### config.mk
export PLATFORM = sky130hd
export DESIGN_NAME = epsilon_stream_gen
export DESIGN_NICKNAME = d
export VERILOG_FILES = /design/src/rtl/epsilon_stream_gen.sv
export SDC_FILE = /design/constraint.sdc
export NUM_CORES = 1
export LEC_CHECK = 0
export ABC_AREA = 1
export CORE_MARGIN = 5
export CORE_UTILIZATION = 30
export DETAILED_ROUTE_END_ITERATION = 12
export GPL_TIMING_DRIVEN = 0
export MAX_ROUTING_LAYER = met4
export PLACE_DENSITY = 0.57
export SLEW_MARGIN = 20
export SYNTH_ARGS = -nofsm -noshare
export SYNTH_HDL_FRONTEND = slang
export SYNTH_SLANG_ARGS = --single-unit
### constraint.sdc
create_clock -name clk -period 1.39 [get_ports clk]
set_input_delay 0.2085 -clock clk [delete_from_list [all_inputs] [get_ports clk]]
set_output_delay 0.2085 -clock clk [all_outputs]
set_load 0.02 [all_outputs]
### src/rtl/epsilon_stream_gen.sv
// Epsilon bit-stream source for the approximate-entropy core: serializes host
// bytes (MSB first) or an internal 16-bit LFSR into framed SEQ_LEN-bit sequences.
//
//   state   | meaning
//   --------+---------------------------------------------------------
//   S_IDLE  | waiting for start; mode sampled with start
//   S_LOAD  | byte mode: byte_rdy high, waiting for the next host byte
//   S_SHIFT | epsilon_vld high; one bit leaves per epsilon_rdy
//   S_GAP   | GAP_CYCLES idle cycles after a sequence, busy still high
module epsilon_stream_gen #(
    parameter int          SEQ_LEN    = 128,
    parameter int          GAP_CYCLES = 2,
    parameter logic [15:0] LFSR_SEED  = 16'hACE1
) (
    input  logic        clk,
    input  logic        rst,
    input  logic        start,
    input  logic        mode,
    input  logic [7:0]  byte_dat,
    input  logic        byte_vld,
    output logic        byte_rdy,
    output logic        epsilon_rsc_dat,
    output logic        epsilon_vld,
    input  logic        epsilon_rdy,
    output logic        sof,
    output logic        eof,
    output logic        busy,
    output logic [15:0] bit_cnt
);

    typedef enum logic [1:0] {S_IDLE, S_LOAD, S_SHIFT, S_GAP} state_t;

    localparam logic [15:0] LAST_IDX = 16'(SEQ_LEN - 1);
    localparam logic [15:0] GAP_INIT = 16'(GAP_CYCLES - 1);

    state_t      state_q, state_d;
    logic        mode_q, mode_d;
    logic [7:0]  shreg_q, shreg_d;
    logic [3:0]  bits_left_q, bits_left_d;
    logic [15:0] lfsr_q, lfsr_d;
    logic [15:0] bit_cnt_q, bit_cnt_d;
    logic [15:0] gap_q, gap_d;
    logic        lfsr_fb;

    assign lfsr_fb = lfsr_q[0] ^ lfsr_q[2] ^ lfsr_q[3] ^ lfsr_q[5];

    always_ff @(posedge clk) begin
        if (rst) begin
            state_q     <= S_IDLE;
            mode_q      <= 1'b0;
            shreg_q     <= 8'h00;
            bits_left_q <= 4'd0;
            lfsr_q      <= LFSR_SEED;
            bit_cnt_q   <= 16'd0;
            gap_q       <= 16'd0;
        end else begin
            state_q     <= state_d;
            mode_q      <= mode_d;
            shreg_q     <= shreg_d;
            bits_left_q <= bits_left_d;
            lfsr_q      <= lfsr_d;
            bit_cnt_q   <= bit_cnt_d;
            gap_q       <= gap_d;
        end
    end

    always_comb begin
        state_d     = state_q;
        mode_d      = mode_q;
        shreg_d     = shreg_q;
        bits_left_d = bits_left_q;
        lfsr_d      = lfsr_q;
        bit_cnt_d   = bit_cnt_q;
        gap_d       = gap_q;

        case (state_q)
            S_IDLE: begin
                if (start) begin
                    mode_d    = mode;
                    bit_cnt_d = 16'd0;
                    state_d   = mode ? S_SHIFT : S_LOAD;
                end
            end
            S_LOAD: begin
                if (byte_vld) begin
                    shreg_d     = byte_dat;
                    bits_left_d = 4'd8;
                    state_d     = S_SHIFT;
                end
            end
            S_SHIFT: begin
                if (epsilon_rdy) begin
                    bit_cnt_d = bit_cnt_q + 16'd1;
                    if (mode_q) begin
                        lfsr_d = {lfsr_fb, lfsr_q[15:1]};
                    end else begin
                        shreg_d     = {shreg_q[6:0], 1'b0};
                        bits_left_d = bits_left_q - 4'd1;
                    end
                    // A short final byte simply abandons its remaining low bits here.
                    if (bit_cnt_q == LAST_IDX) begin
                        bit_cnt_d = 16'd0;
                        if (GAP_CYCLES == 0) begin
                            state_d = S_IDLE;
                        end else begin
                            state_d = S_GAP;
                            gap_d   = GAP_INIT;
                        end
                    end else if (!mode_q && bits_left_q == 4'd1) begin
                        state_d = S_LOAD;
                    end
                end
            end
            S_GAP: begin
                if (gap_q == 16'd0) state_d = S_IDLE;
                else                gap_d   = gap_q - 16'd1;
            end
            default: state_d = S_IDLE;
        endcase

        // Lock-up guard; cannot trigger from a nonzero seed.
        if (lfsr_q == 16'd0) lfsr_d = LFSR_SEED;
    end

    assign byte_rdy        = (state_q == S_LOAD);
    assign epsilon_vld     = (state_q == S_SHIFT);
    assign epsilon_rsc_dat = epsilon_vld & (mode_q ? lfsr_q[0] : shreg_q[7]);
    assign sof             = epsilon_vld && (bit_cnt_q == 16'd0);
    assign eof             = epsilon_vld && (bit_cnt_q == LAST_IDX);
    assign busy            = (state_q != S_IDLE);
    assign bit_cnt         = bit_cnt_q;

endmodule
==> results_dict.tcl <==
set metrics [dict create \
    synthTopCellsByCount "nand2_1, nor2_1, dfxtp_1" \
    worst_pin_slew_ns 0.677 \
    rows 39 \
    rsz0062_at_grt "yes" \
    cts.clk_slew.worst_paths_ns 0.06 \
    cts_hold_buf 0 \
    clock_path_buffers 2 \
    end_kind "output pin" \
    yosys.area.top_type_share 0.370 \
    area_delta_synth_final_pct 66.7 \
    synth_seq_cells 63 \
    layout-drive-gt1-share 0.423 \
    fin_tns_setup_ns -6.88 \
    placed_cells 684 \
    synth_cells 506 \
    grtUsageTotal 0.154 \
    wl_met1_mm 4.56 \
    cap_violations 0 \
    setup_slack_ns -0.297 \
    drc 0 \
    die_area_um2 13600 \
    wl_met2_mm 5.70 \
    hold_viol_final 0 \
    grt_pass1_vias 3480 \
    start_util 0.303 \
    nNetsFinal 643 \
    yosysSeqAreaShare 0.370 \
    fin_util 0.504 \
    wl_mm 10.8 \
    fmax_ghz 0.593 \
    grt_pass1_wl_mm 16.3 \
    clock-sinks 63 \
    synthTopCellsByArea "dfxtp_1, nand2_1, nor2_1, inv_1, a21oi_1" \
    post-dp-hpwl_mm 6.38 \
    status "complete, but fails checks" \
    io-pin-count 36 \
    instances_no_fill 772 \
    wire_per_inst_um 14.0 \
    whs_ns 0.452 \
    numCtsBuffers 9 \
    antenna_found_initial 0 \
    fin_skew_ns 0.00753 \
    vias 3786 \
    core_um2 11300 \
    p_leak_nw 2.45 \
    clk_latency_ns 0.33 \
    ant_nets 0 \
    pre_cts_slack_ns -0.783 \
    grt_max_degree 13 \
    synth.distinct_cells 34 \
    htreeDepth 3 \
    die_w_um 117 \
    violations "setup timing" \
    period_minus_slack_ns 1.69 \
    die_y_um 117 \
    wl_met3_um 367 \
    yosys_warnings 0 \
    synth_flop_cell "dfxtp_1" \
    antennaDiodeCount 0 \
    startpoint_type "register" \
    hold_class "primary input to register" \
    cts_root_buffer "clkbuf_16" \
    gp_congestion 0.814 \
    post_drt_via_cell_ratio 4.90 \
    yosys.area.top_type "dfxtp_1" \
    fin_area_um2 5690 \
    drtIter0Drc 141 \
    async_reset_ff_frac 0 \
    ir_drop_v 0.000850 \
    power.density_nw_per_um2 1730 \
    overflow 0 \
    required_ns 1.18 \
    syn_nets 525 \
    crit_type "register to output pin" \
    syn_avg_cell_area_um2 6.74 \
    synth_most_common_cell "nand2_1" \
    cts_tree "done" \
    synth_area_um2 3410 \
    cp_max_fo 4 \
    cp.arrival_ns 1.48 \
    relSlewSlack 0.548 \
    setup_violations 59 \
    place_area_um2 4050 \
    period_share 1.21 \
    final_max_slew_viol_count 0 \
    dr.pass1.iters 5 \
    top_layer "met4" \
    io_buffer_count 35 \
    synth_edf_count 0 \
    power.total_mw 9.82 \
]
power by group:
part | internal [mW] | switching (mW) | total [mW]
Sequential | 2.09 | 0.244 | 2.34
Combinational | 2.31 | 2.60 | 4.91
Clock | 1.69 | 0.888 | 2.57
routing by layer:
metal,vias to the layer above,track usage
li1,1885,-
met1,1807,0.181
met2,81,0.268
met4,0,0.0466
met5,-,-
met3,13,0.0275
cells in the final DEF (no fill, tap or decap), types with 10 or more instances in the layout:
| cell | n |
|---|---|
| a21oi_2 | 18 |
| buf_6 | 38 |
| nand4_1 | 19 |
| nand2_1 | 115 |
| nand2_2 | 22 |
| nor2_4 | 13 |
| nor2_2 | 12 |
| dlygate4sd2_1 | 16 |
| nand2_4 | 17 |
| o21ai_2 | 10 |
| inv_2 | 10 |
| clkbuf_16 | 12 |
| dfxtp_2 | 12 |
| clkdlybuf4s50_1 | 13 |
| nor2_1 | 52 |
| dfxtp_1 | 43 |
| nand3_1 | 19 |
| inv_1 | 33 |
| buf_4 | 40 |
| a21oi_1 | 12 |
sequential cells by signal, indices dropped and copies added, names as in the netlist:
register     count
bit_cnt         16
gap_q           16
bits_left_q      4
mode_q           1
lfsr_q          16
state_q          2
shreg_q          8
kinds of logic (layout without fill, tap and decap cells):
kind of cell | count (synthesis) | after routing | share of synthesized area
AND/OR/NAND/NOR | 302 | 302 | 0.402
buffers and inverters | 65 | 188 | 0.0847
flip-flops | 63 | 63 | 0.370
AO/OA/AOI/OAI | 59 | 59 | 0.0946
XOR/XNOR | 12 | 12 | 0.0308
adder cells (fa/ha/maj) | 5 | 5 | 0.0183
path summary, 6_finish.rpt:
check                           slack (ns)           to         from  depth (start not counted)
worst max register to register       -0.18  bit_cnt[10]   state_q[1]                         10
worst max-delay path                 -0.30          eof  bit_cnt[12]                          6
worst min register to register        0.47   shreg_q[0]   shreg_q[0]                          2
worst min-delay path                  0.45   shreg_q[1]  byte_dat[1]                          3
cell type report:
class	count	area [um^2]
inverters	51	224
clock inverters	6	88.8
well taps	143	179
multi-input cells	378	2440
fillers	1030	5590
flip-flops and latches	63	1310
plain buffers	13	135
repair buffers	108	1060
clock buffers	10	250
critical path: stages (launching register included):
cell     delay (ns)
dfxtp_4        0.35
nor2_1         0.09
nand2_1        0.10
nor2_4         0.16
inv_2          0.08
nor4_4         0.20
buf_4          0.18
timing repair:
action / in CTS / in global routing
endpoints found under the setup margin: 83 / 66
buffers inserted: 43 / 26
pin swaps: 36 / 47
gates cloned: 3 / 4
resized for setup: 136 / 132
Power figures use the tool's default switching activity.
